[config.mk]
export PLATFORM = sky130hd
export DESIGN_NAME = box_overlay_multi
export DESIGN_NICKNAME = d
export VERILOG_FILES = /design/src/rtl/box_overlay_multi.sv
export SDC_FILE = /design/constraint.sdc
export NUM_CORES = 1
export LEC_CHECK = 0
export BUFFER_PORTS_ARGS = -buffer_cell sky130_fd_sc_hd__buf_2
export CAP_MARGIN = 10
export CORE_UTILIZATION = 31
export CTS_BUF_LIST = sky130_fd_sc_hd__clkbuf_4
export DETAILED_ROUTE_END_ITERATION = 10
export HOLD_SLACK_MARGIN = 0.05
export PLACE_DENSITY = 0.5
export SETUP_SLACK_MARGIN = 0.2
export SLEW_MARGIN = 40
export SYNTH_ARGS = -nofsm -noshare
export SYNTH_HDL_FRONTEND = slang
export SYNTH_SLANG_ARGS = --single-unit
export TNS_END_PERCENT = 1
[constraint.sdc]
create_clock -name clk -period 16.85 [get_ports clk]
set_clock_uncertainty 0.15 [all_clocks]
set_input_delay 0.8425 -clock clk [delete_from_list [all_inputs] [get_ports clk]]
set_output_delay 0.8425 -clock clk [all_outputs]
set_load 0.02 [all_outputs]
[src/rtl/box_overlay_multi.sv]
// ============================================================================
// box_overlay_multi: up to NUM_BOXES rectangle outlines over a pixel stream.
// Revision: 1.0
// ============================================================================
`default_nettype none

module box_overlay_multi #(
    parameter int NUM_BOXES = 4,
    parameter int COORD_W   = 11,
    parameter int X_OFFSET  = 320,
    parameter int Y_OFFSET  = 45,
    parameter int IDX_W     = 2
) (
    input  logic               clk,
    input  logic               reset,
    input  logic [19:0]        dot,
    input  logic [19:0]        y_count_in,
    input  logic               pix_valid_in,
    input  logic               frame_start,
    input  logic               wr_valid,
    output logic               wr_ready,
    input  logic [IDX_W-1:0]   wr_idx,
    input  logic [COORD_W-1:0] wr_x1,
    input  logic [COORD_W-1:0] wr_y1,
    input  logic [COORD_W-1:0] wr_x2,
    input  logic [COORD_W-1:0] wr_y2,
    input  logic [2:0]         wr_rgb,
    input  logic [1:0]         wr_thick,
    input  logic               wr_en,
    output logic               pix_valid_out,
    output logic               flag_out,
    output logic [2:0]         rgb_out,
    output logic [IDX_W-1:0]   hit_idx
);

    localparam int c_ext_w = COORD_W + 1;

    logic [COORD_W-1:0] r_sh_x1  [NUM_BOXES];
    logic [COORD_W-1:0] r_sh_y1  [NUM_BOXES];
    logic [COORD_W-1:0] r_sh_x2  [NUM_BOXES];
    logic [COORD_W-1:0] r_sh_y2  [NUM_BOXES];
    logic [2:0]         r_sh_rgb [NUM_BOXES];
    logic [1:0]         r_sh_th  [NUM_BOXES];
    logic               r_sh_en  [NUM_BOXES];

    logic [COORD_W-1:0] r_act_x1  [NUM_BOXES];
    logic [COORD_W-1:0] r_act_y1  [NUM_BOXES];
    logic [COORD_W-1:0] r_act_x2  [NUM_BOXES];
    logic [COORD_W-1:0] r_act_y2  [NUM_BOXES];
    logic [2:0]         r_act_rgb [NUM_BOXES];
    logic [1:0]         r_act_th  [NUM_BOXES];
    logic               r_act_en  [NUM_BOXES];

    logic [COORD_W-1:0] r_px;
    logic [COORD_W-1:0] r_py;
    logic               r_v1;

    logic [NUM_BOXES-1:0] w_hit;
    logic                 w_flag;
    logic [2:0]           w_rgb;
    logic [IDX_W-1:0]     w_idx;
    logic                 w_unused;

    assign w_unused = ^{dot[19:COORD_W], y_count_in[19:COORD_W]};

    // Blocking writes on the commit cycle keeps shadow and active updates disjoint.
    assign wr_ready = ~frame_start;

    always_ff @(posedge clk or posedge reset) begin
        if (reset) begin
            for (int i = 0; i < NUM_BOXES; i++) begin
                r_sh_x1[i]   <= '0;
                r_sh_y1[i]   <= '0;
                r_sh_x2[i]   <= '0;
                r_sh_y2[i]   <= '0;
                r_sh_rgb[i]  <= '0;
                r_sh_th[i]   <= '0;
                r_sh_en[i]   <= 1'b0;
                r_act_x1[i]  <= '0;
                r_act_y1[i]  <= '0;
                r_act_x2[i]  <= '0;
                r_act_y2[i]  <= '0;
                r_act_rgb[i] <= '0;
                r_act_th[i]  <= '0;
                r_act_en[i]  <= 1'b0;
            end
        end else begin
            for (int i = 0; i < NUM_BOXES; i++) begin
                // Out-of-range indices match no slot and are silently dropped.
                if (wr_valid && wr_ready && (wr_idx == IDX_W'(i))) begin
                    r_sh_x1[i]  <= wr_x1;
                    r_sh_y1[i]  <= wr_y1;
                    r_sh_x2[i]  <= wr_x2;
                    r_sh_y2[i]  <= wr_y2;
                    r_sh_rgb[i] <= wr_rgb;
                    r_sh_th[i]  <= wr_thick;
                    r_sh_en[i]  <= wr_en;
                end
                if (frame_start) begin
                    r_act_x1[i]  <= r_sh_x1[i];
                    r_act_y1[i]  <= r_sh_y1[i];
                    r_act_x2[i]  <= r_sh_x2[i];
                    r_act_y2[i]  <= r_sh_y2[i];
                    r_act_rgb[i] <= r_sh_rgb[i];
                    r_act_th[i]  <= r_sh_th[i];
                    r_act_en[i]  <= r_sh_en[i];
                end
            end
        end
    end

    always_ff @(posedge clk or posedge reset) begin
        if (reset) begin
            r_px <= '0;
            r_py <= '0;
            r_v1 <= 1'b0;
        end else begin
            r_px <= dot[COORD_W-1:0] - COORD_W'(X_OFFSET);
            r_py <= y_count_in[COORD_W-1:0] - COORD_W'(Y_OFFSET);
            r_v1 <= pix_valid_in;
        end
    end

    for (genvar gi = 0; gi < NUM_BOXES; gi++) begin : g_slot
        logic [c_ext_w-1:0] w_px, w_py, w_x1, w_y1, w_x2, w_y2, w_t;
        logic               w_inside, w_edge;

        assign w_px = {1'b0, r_px};
        assign w_py = {1'b0, r_py};
        assign w_x1 = {1'b0, r_act_x1[gi]};
        assign w_y1 = {1'b0, r_act_y1[gi]};
        assign w_x2 = {1'b0, r_act_x2[gi]};
        assign w_y2 = {1'b0, r_act_y2[gi]};
        assign w_t  = {{(c_ext_w-2){1'b0}}, r_act_th[gi]} + {{(c_ext_w-1){1'b0}}, 1'b1};

        // Degenerate boxes fall out here: no px satisfies x1 <= px <= x2.
        assign w_inside = (w_px >= w_x1) && (w_px <= w_x2) && (w_py >= w_y1) && (w_py <= w_y2);
        // px > x2-t is written as px+t > x2 so a small x2 cannot underflow.
        assign w_edge   = (w_px < w_x1 + w_t) || (w_px + w_t > w_x2) ||
                          (w_py < w_y1 + w_t) || (w_py + w_t > w_y2);
        assign w_hit[gi] = r_act_en[gi] && w_inside && w_edge && r_v1;
    end

    always_comb begin
        w_flag = 1'b0;
        w_rgb  = '0;
        w_idx  = '0;
        for (int i = NUM_BOXES - 1; i >= 0; i--) begin
            if (w_hit[i]) begin
                w_flag = 1'b1;
                w_rgb  = r_act_rgb[i];
                w_idx  = IDX_W'(i);
            end
        end
    end

    always_ff @(posedge clk or posedge reset) begin
        if (reset) begin
            pix_valid_out <= 1'b0;
            flag_out      <= 1'b0;
            rgb_out       <= '0;
            hit_idx       <= '0;
        end else begin
            pix_valid_out <= r_v1;
            flag_out      <= w_flag;
            rgb_out       <= w_rgb;
            hit_idx       <= w_idx;
        end
    end

endmodule

`default_nettype wire

==> summary.md, run 1 <==
| Metric | Value |
|---|---|
| Wire length per cell | `just under 20 um` |
| Non-filler cells, final | `4132` |
| NetSw | `1.38 mW` |
| Starting density of the core | `0.313` |
| Hold_ws | `between 0.15 and 0.2 ns` |
| DRT iter0 DRCs | `approximately 1000` |
| Overflow after GRT | `0` |
| Top-count cell post-synth | `dfrtp_1` |
| PostCTS Resize Cnt | `0` |
| Largest net degree at the start of global routing | `roughly 140` |
| Area occupied by multi-input gates | `~15000 um2` |
| Utilization after layout | `0.361` |
| Setup TNS | `0 ns` |
| Drt total wl | `between 80 and 90 mm` |
| Post-synthesis sequential area ratio | `0.396` |
| Clock network power share | `0.248` |
| Pre-CTS WS | `~11 ns` |
| CP max stage delay | `~0.64 ns` |
| Leak | `between 10 and 15 nW` |
| Post-CTS Setup Bufs | `0` |
| Seq cells post-synth | `430` |
| Die Ht | `298 um` |
| Minimum clock period | `5.46 ns` |
| PD cells | `116 nW/um2` |
| Hold WC Path Type | `in2reg` |
| Max-slew violation count | `0` |
| Leading area contributor after synthesis | `dfrtp_1` |
| Post-synth EDFFs | `0` |
| Comb power frac | `0.378` |
| Worst slew margin | `0.392` |
| Via density | `about 5.1` |
| Clk slew on worst S/H paths | `0.06 ns` |
| RSZ-0062 raised after global routing | `false` |
| Router iterations before antenna repair | `5` |
| Die extent in x | `between 200 and 300 um` |
| Register Area | `~11000 um2` |
| CP Launch Type | `flop` |
| R2R Path Start | `r_act_th[3]$_DFFE_PP0P_` |
| Tightest Pin Transition | `between 0.9 and 1 ns` |
| Syn. warnings | `0` |
| Synthesis-to-layout area growth | `15.3%` |
| WP data required | `between 15 and 20 ns` |
| Layout cell share with drive strength beyond 1 | `0.109` |
| Fmax achieved | `183 MHz` |
| Hold Fails Final Rpt | `0` |
| Nets@finish | `around 3400` |
| CP max FO | `7` |
| Global-route wire length before repair | `125 mm` |
| Buf/Inv on CP | `1` |
| Finished Cell Area | `~31000 um2` |
| Reg2Reg Depth | `15` |
| Reg power frac | `0.373` |
| TritonCTS Buffers | `~120` |
| Internal power | `between 2 and 2.5 mW` |
| Commonest cells post-synth | `dfrtp_1 (430), ha_1 (395), nand2_1 (249)` |
| Worst VDD drop | `roughly 0.00005 V` |
| Vias | `~21000` |
| Sw Share | `0.380` |
| Core Box Area | `just under 90000 um2` |
| Worst path arrival time | `6.07 ns` |
| R2r setup slk | `about 11 ns` |
| Total track usage | `0.183` |
| Root Driver | `clkbuf_4` |
| Critical Path Start | `r_act_th[3]$_DFFE_PP0P_` |
| Critical-path top delay cell | `ha_1` |
| Worst path depth | `15` |
| CP endpoint kind | `flop` |
| Asr flop ratio synth | `1.00` |
| Final Worst Setup Slack | `roughly 11 ns` |
| Post-route DRC | `0` |
| Post-Synthesis Net Count | `3166` |
| Area share of the largest cell type after synthesis | `0.396` |
| # clock sinks | `430` |
| Max Cap Viol | `0` |
| Mean Syn Cell Area | `between 10 and 15 um2` |
| Tot Pwr | `between 3 and 4 mW` |
| Ratio of final minimum period to clock period | `0.324` |
| Placed cells | `a little under 4000` |
| # setup viols final | `0` |
| Clk Latency, worst-skew pair | `~0.94 ns` |
| Initial antenna violation count | `7` |
| Outcome | `complete, no violations` |
| CTS Buffer Depth | `3` |
| Fill count | `between 8000 and 9000` |
| Row count | `around 110` |
| I/O Pins | `105` |
| HPWL after DPL | `approximately 57 mm` |
| Yosys cell types | `between 70 and 80` |
| Crit path max-delay family | `simple AND/OR/NAND/NOR gates` |
| Cell Area, Synth | `27200 um2` |
| Crit-path cells | `ha_1 > inv_1 > fa_1 > nor2b_1 > nor2_1 > nor2_1 > xnor2_1 > ha_1 > nand2_1 > nor4_1 > o2111ai_1 > nor4b_2 > or2_1 > a41oi_1 > a222oi_1` |
| Routed Antenna Nets | `0` |
| CTS tree | `built` |
| Worst setup endpoint | `rgb_out[0]$_DFF_PP0_` |
| # port buffers | `86` |
| Syn Inst Count | `between 2000 and 3000` |
| H-Tree Depth | `3` |
| Reg-to-reg endpoint | `rgb_out[0]$_DFF_PP0_` |
| Dpl cell area | `between 20000 and 30000 um2` |
| Die area | `around 89000 um2` |
| Vias in the first global route | `roughly 22000` |
| Main synth FF type | `dfrtp_1` |
| GPL Wtd Cong | `~0.85` |
| Synth top area cells | `dfrtp_1 (40%), ha_1 (18%), mux2_1 (9.5%), xnor2_1 (3.5%), nand2_1 (3.4%)` |
| CP Class | `reg2reg` |
[placed cells by master, fill, tap and decap left out, types with 15 or more instances in the layout]
master           n
nor2b_1         28
o21ai_1        116
fa_1            16
clkinv_1        25
mux2_1         229
clkbuf_4       162
a21o_1          29
a21oi_1         87
nor2_1         116
nand2b_1        24
nand4_1         54
inv_1          214
o21ai_0        131
dfrtp_1        430
o21a_1          15
nand3_1         41
dlygate4sd3_1   77
buf_4           28
xnor2_1        110
xor2_1          50
buf_2           85
nor3_1          33
ha_1           394
a211oi_1        25
o211ai_1        15
nand2_1        249
[state kept, by name, indices dropped and copies added, names as in the netlist, 2 cells and up]
| signal | flops |
|---|---|
| r_sh_en | 4 |
| g_slot.w_x2 | 44 |
| r_sh_th | 8 |
| hit_idx | 2 |
| g_slot.w_y1 | 44 |
| r_sh_x1 | 44 |
| r_sh_rgb | 12 |
| r_sh_x2 | 44 |
| r_act_en | 4 |
| r_sh_y2 | 44 |
| rgb_out | 3 |
| r_act_th | 8 |
| r_py | 11 |
| g_slot.w_x1 | 44 |
| r_act_rgb | 12 |
| r_sh_y1 | 44 |
| r_px | 11 |
| g_slot.w_y2 | 44 |
[worst min-delay path, cell delays in order]
cell and delay [ns]:
buf_2 0.10, inv_1 0.06, ha_1 0.12, inv_1 0.05
[logic make-up after synthesis]
| kind of cell | after synthesis | share of synthesized area |
|---|---|---|
| AND/OR/NAND/NOR | 603 | 0.105 |
| AO/OA/AOI/OAI | 519 | 0.116 |
| flip-flops | 430 | 0.396 |
| adder cells (fa/ha/maj) | 411 | 0.194 |
| buffers and inverters | 306 | 0.0426 |
| multiplexers | 229 | 0.0949 |
| XOR/XNOR | 160 | 0.0516 |
[layer usage]
layer / up-vias / part of all wire / track usage
li1: 9957 / - / -
met1: 10300 / 0.45 / 0.237
met2: 460 / 0.46 / 0.295
met3: 155 / 0.056 / 0.0418
met4: 2 / 0.031 / 0.0695
met5: - / 0.00014 / 0
[worst min path at each step]
stage / from / to / slack, ns / cells past startpoint
2_1_floorplan: r_v1$_DFF_PP0_ / pix_valid_out$_DFF_PP0_ / 0.28 / 0
3_3_place_gp: r_sh_rgb[7]$_DFFE_PP0P_ / r_act_rgb[7]$_DFFE_PP0P_ / 0.31 / 2
3_5_place_dp: r_sh_rgb[3]$_DFFE_PP0P_ / r_act_rgb[3]$_DFFE_PP0P_ / 0.31 / 2
4_1_cts: y_count_in[1] / r_py[1]$_DFF_PP0_ / 0.07 / 4
5_1_grt: y_count_in[1] / r_py[1]$_DFF_PP0_ / 0.12 / 4
6_report: y_count_in[1] / r_py[1]$_DFF_PP0_ / 0.19 / 4
[what timing repair did]
action | in CTS | in global routing
endpoints found under the hold margin | 330 | 0
hold buffers | 77 | 0
setup endpoints to repair | 0 | 0
[cell type report]
type,count,share of cell area
diodes,2,0.000160
clock buffers,162,0.0388
clock inverters,36,0.00520
inverters,225,0.0274
multi-input cells,1922,0.489
flip-flops and latches,430,0.344
well taps,1155,0.0462
repair buffers,200,0.0497
[power groups by stage]
stage | Combinational, mW | Sequential, mW | Clock, mW
floorplan | 0.945 | 1.36 | 0
global placement | 1.29 | 1.37 | 0
detailed placement | 1.36 | 1.37 | 0
CTS | 1.38 | 1.36 | 0.946
global route | 1.57 | 1.38 | 0.996
finish | 1.38 | 1.36 | 0.903
Note: power is estimated with default switching activity, not from simulation.
==> run 2, diff against run 1 <==
==> constraint.sdc (replaced) <==
create_clock -name clk -period 5.3 [get_ports clk]
set_clock_uncertainty 0.15 [all_clocks]
set_input_delay 0.265 -clock clk [delete_from_list [all_inputs] [get_ports clk]]
set_output_delay 0.265 -clock clk [all_outputs]
set_load 0.02 [all_outputs]
==> run 2 against run 1 <==
Non-clock buffer count increased by 112; count of clock-buffer cells in the layout increased by 2; register-to-register slack got worse by 11 ns; first-iteration DRC count increased by 18%; final cell count increased by 2.6%; sequential share of layout area decreased by 1.2 points; global-route usage increased by 0.65 points; worst hold slack got worse by 0.065 ns; power increased to 3.2 times the previous value; critical path depth increased by 2; die area unchanged; utilization increased by 1.3 points; critical endpoint is now rgb_out[1]$_DFF_PP0_; highest routed layer unchanged.
==> summary.md, run 2 (synthesized netlist as in run 1, its figures left out) <==
| Metric | Value |
|---|---|
| # port buffers | `86` |
| Wire length per cell | `19.5 um` |
| CTS tree | `built` |
| Clk slew on worst S/H paths | `roughly 0.07 ns` |
| TritonCTS Buffers | `approximately 120` |
| Clock network power share | `0.249` |
| I/O Pins | `roughly 110` |
| Die Ht | `~300 um` |
| Max-slew violation count | `0` |
| Reg power frac | `0.371` |
| Root Driver | `clkbuf_4` |
| CP endpoint kind | `flop` |
| CTS Buffer Depth | `3` |
| Overflow after GRT | `0` |
| PD cells | `362 nW/um2` |
| Outcome | `complete, no violations` |
| Layout cell share with drive strength beyond 1 | `0.108` |
| Internal power | `between 7 and 8 mW` |
| Synthesis-to-layout area growth | `19.5%` |
| R2r setup slk | `just under 0.5 ns` |
| Leak | `~15 nW` |
| RSZ-0062 raised after global routing | `false` |
| # setup viols final | `0` |
| Die extent in x | `a little under 300 um` |
| DRT iter0 DRCs | `1221` |
| Worst path arrival time | `about 5.5 ns` |
| Most common library cell in the layout ignoring fill and taps | `dfrtp_1` |
| Finished Cell Area | `about 32000 um2` |
| CP max FO | `7` |
| Total track usage | `0.189` |
| Clk Latency, worst-skew pair | `0.91 ns` |
| Worst slew margin | `0.424` |
| Minimum clock period | `around 4.8 ns` |
| NetSw | `4.37 mW` |
| Post-route DRC | `0` |
| Routed Antenna Nets | `0` |
| Ratio of final minimum period to clock period | `0.906` |
| Hold Fails Final Rpt | `0` |
| Nets@finish | `~3500` |
| Sw Share | `0.372` |
| Initial antenna violation count | `3` |
| Worst VDD drop | `between 0.00015 and 0.0002 V` |
| Via density | `5.03` |
| Drt total wl | `slightly above 80 mm` |
| Dpl cell area | `between 20000 and 30000 um2` |
| CP Class | `reg2reg` |
| Core Box Area | `a little under 90000 um2` |
| H-Tree Depth | `3` |
| Comb power frac | `0.380` |
| Most frequent cells in the layout | `dfrtp_1 (429), ha_1 (394), nand2_1 (249)` |
| Max Cap Viol | `0` |
| WP data required | `5.95 ns` |
| Tightest Pin Transition | `around 0.86 ns` |
| Tot Pwr | `11.7 mW` |
| CP Launch Type | `flop` |
| Row count | `between 100 and 150` |
| Hold WC Path Type | `in2reg` |
| # clock sinks | `430` |
| Post-CTS Setup Bufs | `0` |
| Router iterations before antenna repair | `5` |
| Vias in the first global route | `around 23000` |
| HPWL after DPL | `58.9 mm` |
| Starting density of the core | `0.313` |
| Vias | `approximately 21000` |
| GPL Wtd Cong | `around 0.88` |
| Largest net degree at the start of global routing | `between 150 and 200` |
| Die area | `about 90000 um2` |
| Fmax achieved | `208 MHz` |
| Global-route wire length before repair | `130 mm` |
## run 2: path summary, 6_finish.rpt
kind | from | endpoint | cells past startpoint
worst min register to register | r_sh_rgb[3]$_DFFE_PP0P_ | r_act_rgb[3]$_DFFE_PP0P_ | 2
worst max-delay path | r_act_th[3]$_DFFE_PP0P_ | rgb_out[1]$_DFF_PP0_ | 17
worst min-delay path | wr_x2[0] | r_sh_x2[0]$_DFFE_PP0P_ | 3
max in group asynchronous | reset | g_slot[0].w_x2[7]$_DFFE_PP0P_ | 6
min in group asynchronous | reset | r_py[8]$_DFF_PP0_ | 4
worst max register to register | r_act_th[3]$_DFFE_PP0P_ | rgb_out[1]$_DFF_PP0_ | 17
## run 2: worst max-delay path, stage by stage, from the launching register on
cell and delay [ns]:
dfrtp_1 0.39, ha_2 0.52, inv_1 0.15, fa_1 0.45, inv_1 0.08, a21oi_1 0.14
nor2_1 0.15, xor2_1 0.16, ha_1 0.27, and3_1 0.21, a221oi_1 0.45, o2111ai_1 0.18
nand3b_1 0.26, nor4b_2 0.25, buf_4 0.18, or2_1 0.21, a41oi_1 0.17, a221oi_1 0.31
## run 2: stage by stage
| stage | util | hold WS (ns) | cells | setup slack, ns | setup TNS, ns |
|---|---|---|---|---|---|
| global route | 0.374 | 0.0881 | 4238 | 0.275 | 0 |
| global placement | 0.337 | 0.216 | 3867 | 0.609 | 0 |
| detailed placement | 0.337 | 0.221 | 3867 | 0.528 | 0 |
| floorplan | - | 0.146 | 2658 | -0.920 | -395.76 |
| finish | 0.374 | 0.123 | 4240 | 0.496 | 0 |
| CTS | 0.373 | 0.0503 | 4234 | 0.493 | 0 |
## run 2: final cells by class
cell class	count	area (um2)
Clock buffer	164	1230
Clock inverter	29	169
Multi-Input combinational cell	1922	15300
Timing Repair Buffer	312	2700
Inverter	225	848
Tap cell	1155	1450
Sequential cell	430	10800
Antenna cell	3	7.51
Fill cell	8784	54300
## run 2: repair_timing
item	in CTS	in global routing
gates resized for setup	0	1
setup endpoints to repair	0	3
hold endpoints to repair	709	0
hold buffers	174	0
## run 2: power by group through the flow
stage,Clock [mW],Sequential [mW],Combinational [mW]
after global placement,0,4.40,4.13
after CTS,3.06,4.36,4.47
after global routing,3.21,4.44,5.08
after floorplan,0,4.32,3.01
final,2.92,4.36,4.46
after detailed placement,0,4.41,4.32
## run 2: metal layers
metal / up-vias / share of wire / global-route usage / wire, um
met1: 10600 / 0.47 / 0.254 / 39000
met2: 432 / 0.46 / 0.309 / 38400
met4: 2 / 0.027 / 0.0646 / 2200
li1: 10100 / - / - / -
met5: - / 0.00021 / 0 / 17
met3: 150 / 0.039 / 0.0291 / 3240
==> run 3, diff against run 2 <==
--- a/config.mk
+++ b/config.mk
@@ -8,9 +8,9 @@
 export BUFFER_PORTS_ARGS = -buffer_cell sky130_fd_sc_hd__buf_2
 export CAP_MARGIN = 10
 export CORE_UTILIZATION = 31
-export CTS_BUF_LIST = sky130_fd_sc_hd__clkbuf_4
+export CTS_BUF_LIST = sky130_fd_sc_hd__clkbuf_16
 export DETAILED_ROUTE_END_ITERATION = 10
-export HOLD_SLACK_MARGIN = 0.05
+export HOLD_SLACK_MARGIN = 0.15
 export PLACE_DENSITY = 0.5
 export SETUP_SLACK_MARGIN = 0.2
 export SLEW_MARGIN = 40
==> run 3 against run 2 <==
Critical path depth unchanged; global-route usage decreased by 0.44 points; sequential share of layout area up 0.72 points; die area is the same; non-clock buffer count decreased by 80; count of clock-buffer cells in the layout shrank 114; worst hold slack improved by 0.092 ns; utilization decreased by 0.80 points; first-iteration DRC count down 14%; maximum frequency rose by 0.68%; routed wire length is 1.9% lower; clock power up 12%; critical path type unchanged; critical endpoint unchanged; largest cell class unchanged.
==> summary.md, run 3 (synthesized netlist as in run 1, its figures left out) <==
| Metric | Value |
|---|---|
| Outcome | `complete, no violations` |
| Comb power frac | `0.365` |
| RSZ-0062 raised after global routing | `false` |
| Internal power | `roughly 7.7 mW` |
| Nets@finish | `around 3400` |
| TritonCTS Buffers | `49` |
| CP endpoint kind | `flop` |
| Reg power frac | `0.362` |
| I/O Pins | `roughly 110` |
| Clk slew on worst S/H paths | `roughly 0.060 ns` |
| Sw Share | `0.362` |
| Routed Antenna Nets | `0` |
| PD cells | `between 300 and 400 nW/um2` |
| Clock network power share | `0.273` |
| Setup TNS | `0 ns` |
| Hold WC Path Type | `in2reg` |
| Overflow after GRT | `0` |
| Router iterations before antenna repair | `5` |
| Worst path arrival time | `5.14 ns` |
| CP Class | `reg2reg` |
| Leak | `14.5 nW` |
| Grt met1 use | `0.252` |
| # port buffers | `86` |
| CTS Buffer Depth | `3` |
| Vias in the first global route | `around 22000` |
| Via density | `around 5` |
| H-Tree Depth | `2` |
| Crit-path cells | `ha_2 > inv_1 > fa_1 > inv_1 > a21oi_1 > nor2_1 > xor2_1 > ha_1 > and3_1 > a221oi_1 > o2111ai_1 > nand3b_1 > nor4b_2 > buf_4 > or2_1 > a41oi_1 > a221oi_1` |
| Wire length per cell | `between 20 and 25 um` |
| Core Box Area | `between 80000 and 90000 um2` |
| Initial antenna violation count | `6` |
| Hold path cells | `2` |
| HPWL after DPL | `between 50 and 60 mm` |
| Max-slew violation count | `0` |
| Placed cells | `between 3000 and 4000` |
| Reg2Reg Depth | `17` |
| Row count | `approximately 110` |
| Synthesis-to-layout area growth | `16.9%` |
| Total track usage | `0.185` |
| Die Ht | `between 200 and 300 um` |
| Starting density of the core | `0.313` |
| Fill count | `8693` |
| Reg-to-reg endpoint | `rgb_out[1]$_DFF_PP0_` |
| Drt total wl | `81.3 mm` |
| Post-route DRC | `0` |
| NetSw | `between 4 and 5 mW` |
| R2r setup slk | `0.53 ns` |
| CP max FO | `7` |
| R2R Path Start | `r_act_th[2]$_DFFE_PP0P_` |
| Worst VDD drop | `0.000251 V` |
| Die area | `88800 um2` |
| CP Launch Type | `flop` |
| Root Driver | `clkbuf_16` |
| # setup viols final | `0` |
| Fmax achieved | `approximately 210 MHz` |
| GPL Wtd Cong | `0.882` |
| Global Route met3 Usage | `0.0242` |
| Buf/Inv on CP | `3` |
| Critical-path top delay cell | `ha_2` |
| Die extent in x | `298 um` |
| Post-CTS Setup Bufs | `0` |
| DRT iter0 DRCs | `between 1000 and 1500` |
| Vias | `20600` |
| Crit path max-delay family | `compound AO/OA/AOI/OAI gates` |
| Hold Fails Final Rpt | `0` |
| WP data required | `between 5 and 6 ns` |
| WHS Endpoint | `r_px[1]$_DFF_PP0_` |
| Max Cap Viol | `0` |
| Minimum clock period | `about 4.8 ns` |
| Clk Latency, worst-skew pair | `about 0.62 ns` |
| CTS tree | `built` |
| Tightest Pin Transition | `between 0.8 and 0.9 ns` |
| CP max stage delay | `~0.50 ns` |
| GRT met2 Usage | `0.303` |
| Global-route wire length before repair | `127 mm` |
| # clock sinks | `430` |
| Most frequent cells in the layout | `dfrtp_1 (429), ha_1 (394), nand2_1 (249)` |
| Launch point of the worst hold path | `dot[1]` |
| Worst slew margin | `0.420` |
| Non-filler cells, final | `just over 4000` |
| Layout cell share with drive strength beyond 1 | `0.0794` |
| Most common library cell in the layout ignoring fill and taps | `dfrtp_1` |
| Hold_ws | `between 0.2 and 0.25 ns` |
| Largest net degree at the start of global routing | `180` |
| Busiest grt layer | `met2` |
| Ratio of final minimum period to clock period | `0.900` |
==> run 3: changes by cell type in the layout (fill, tap and decap cells not counted), sizes merged <==
cell / delta
clkinv: -9
diode: -2
dlygate4sd3: -80
bufinv: +1
clkbuf: -114
clkinvlp: +3
inv: +12
==> run 3: per-stage QoR <==
step | power, mW | utilization | worst slack, ns | cell area, um2
finish | 12.0 | 0.366 | 0.529 | 31800
detailed placement | 8.73 | 0.337 | 0.528 | 29200
CTS | 12.2 | 0.365 | 0.491 | 31700
global route | 13.0 | 0.366 | 0.301 | 31800
floorplan | 7.32 | - | -0.920 | 27200
global placement | 8.52 | 0.337 | 0.609 | 29200
==> run 3: worst max path at each step <==
stage                     slack, ns                    start              endpoint  depth (start not counted)
after floorplan               -0.92                    reset    flag_out$_DFF_PP0_                          1
after global placement         0.61  r_act_th[2]$_DFFE_PP0P_  rgb_out[0]$_DFF_PP0_                         17
after detailed placement       0.53  r_act_th[2]$_DFFE_PP0P_  rgb_out[0]$_DFF_PP0_                         17
after CTS                      0.49  r_act_th[2]$_DFFE_PP0P_  rgb_out[0]$_DFF_PP0_                         17
after global routing           0.30  r_act_th[2]$_DFFE_PP0P_  rgb_out[1]$_DFF_PP0_                         17
final                          0.53  r_act_th[2]$_DFFE_PP0P_  rgb_out[1]$_DFF_PP0_                         17
==> run 3: layout make-up <==
cell class | instances | area (um2) | share of cell area
diodes | 1 | 2.50 | 0.0000788
clock buffers | 50 | 1250 | 0.0394
clock inverters | 36 | 264 | 0.00831
inverters | 225 | 848 | 0.0267
multi-input cells | 1922 | 15300 | 0.481
flip-flops and latches | 430 | 10800 | 0.339
well taps | 1155 | 1450 | 0.0455
repair buffers | 232 | 1900 | 0.0597
==> run 3: metal layers <==
| layer | part of all wire | vias to the layer above | wire (um) |
|---|---|---|---|
| met3 | 0.038 | 131 | 3060 |
| met4 | 0.026 | 2 | 2150 |
| li1 | - | 9783 | - |
| met5 | 0.00012 | - | 10 |
| met2 | 0.46 | 393 | 37700 |
| met1 | 0.47 | 10300 | 38400 |
==> run 3: what timing repair did <==
| action | 4_1_cts | 5_1_grt |
|---|---|---|
| endpoints found under the setup margin | 0 | 3 |
| hold buffers | 94 | 0 |
| endpoints found under the hold margin | 303 | 0 |
| resized for setup | 0 | 1 |
==> run 3: power by group through the flow <==
stage | registers (mW) | logic, mW | clock network (mW)
after floorplan | 4.32 | 3.01 | 0
after global placement | 4.40 | 4.13 | 0
after detailed placement | 4.41 | 4.32 | 0
after CTS | 4.36 | 4.42 | 3.39
after global routing | 4.44 | 5.02 | 3.52
final | 4.36 | 4.40 | 3.28
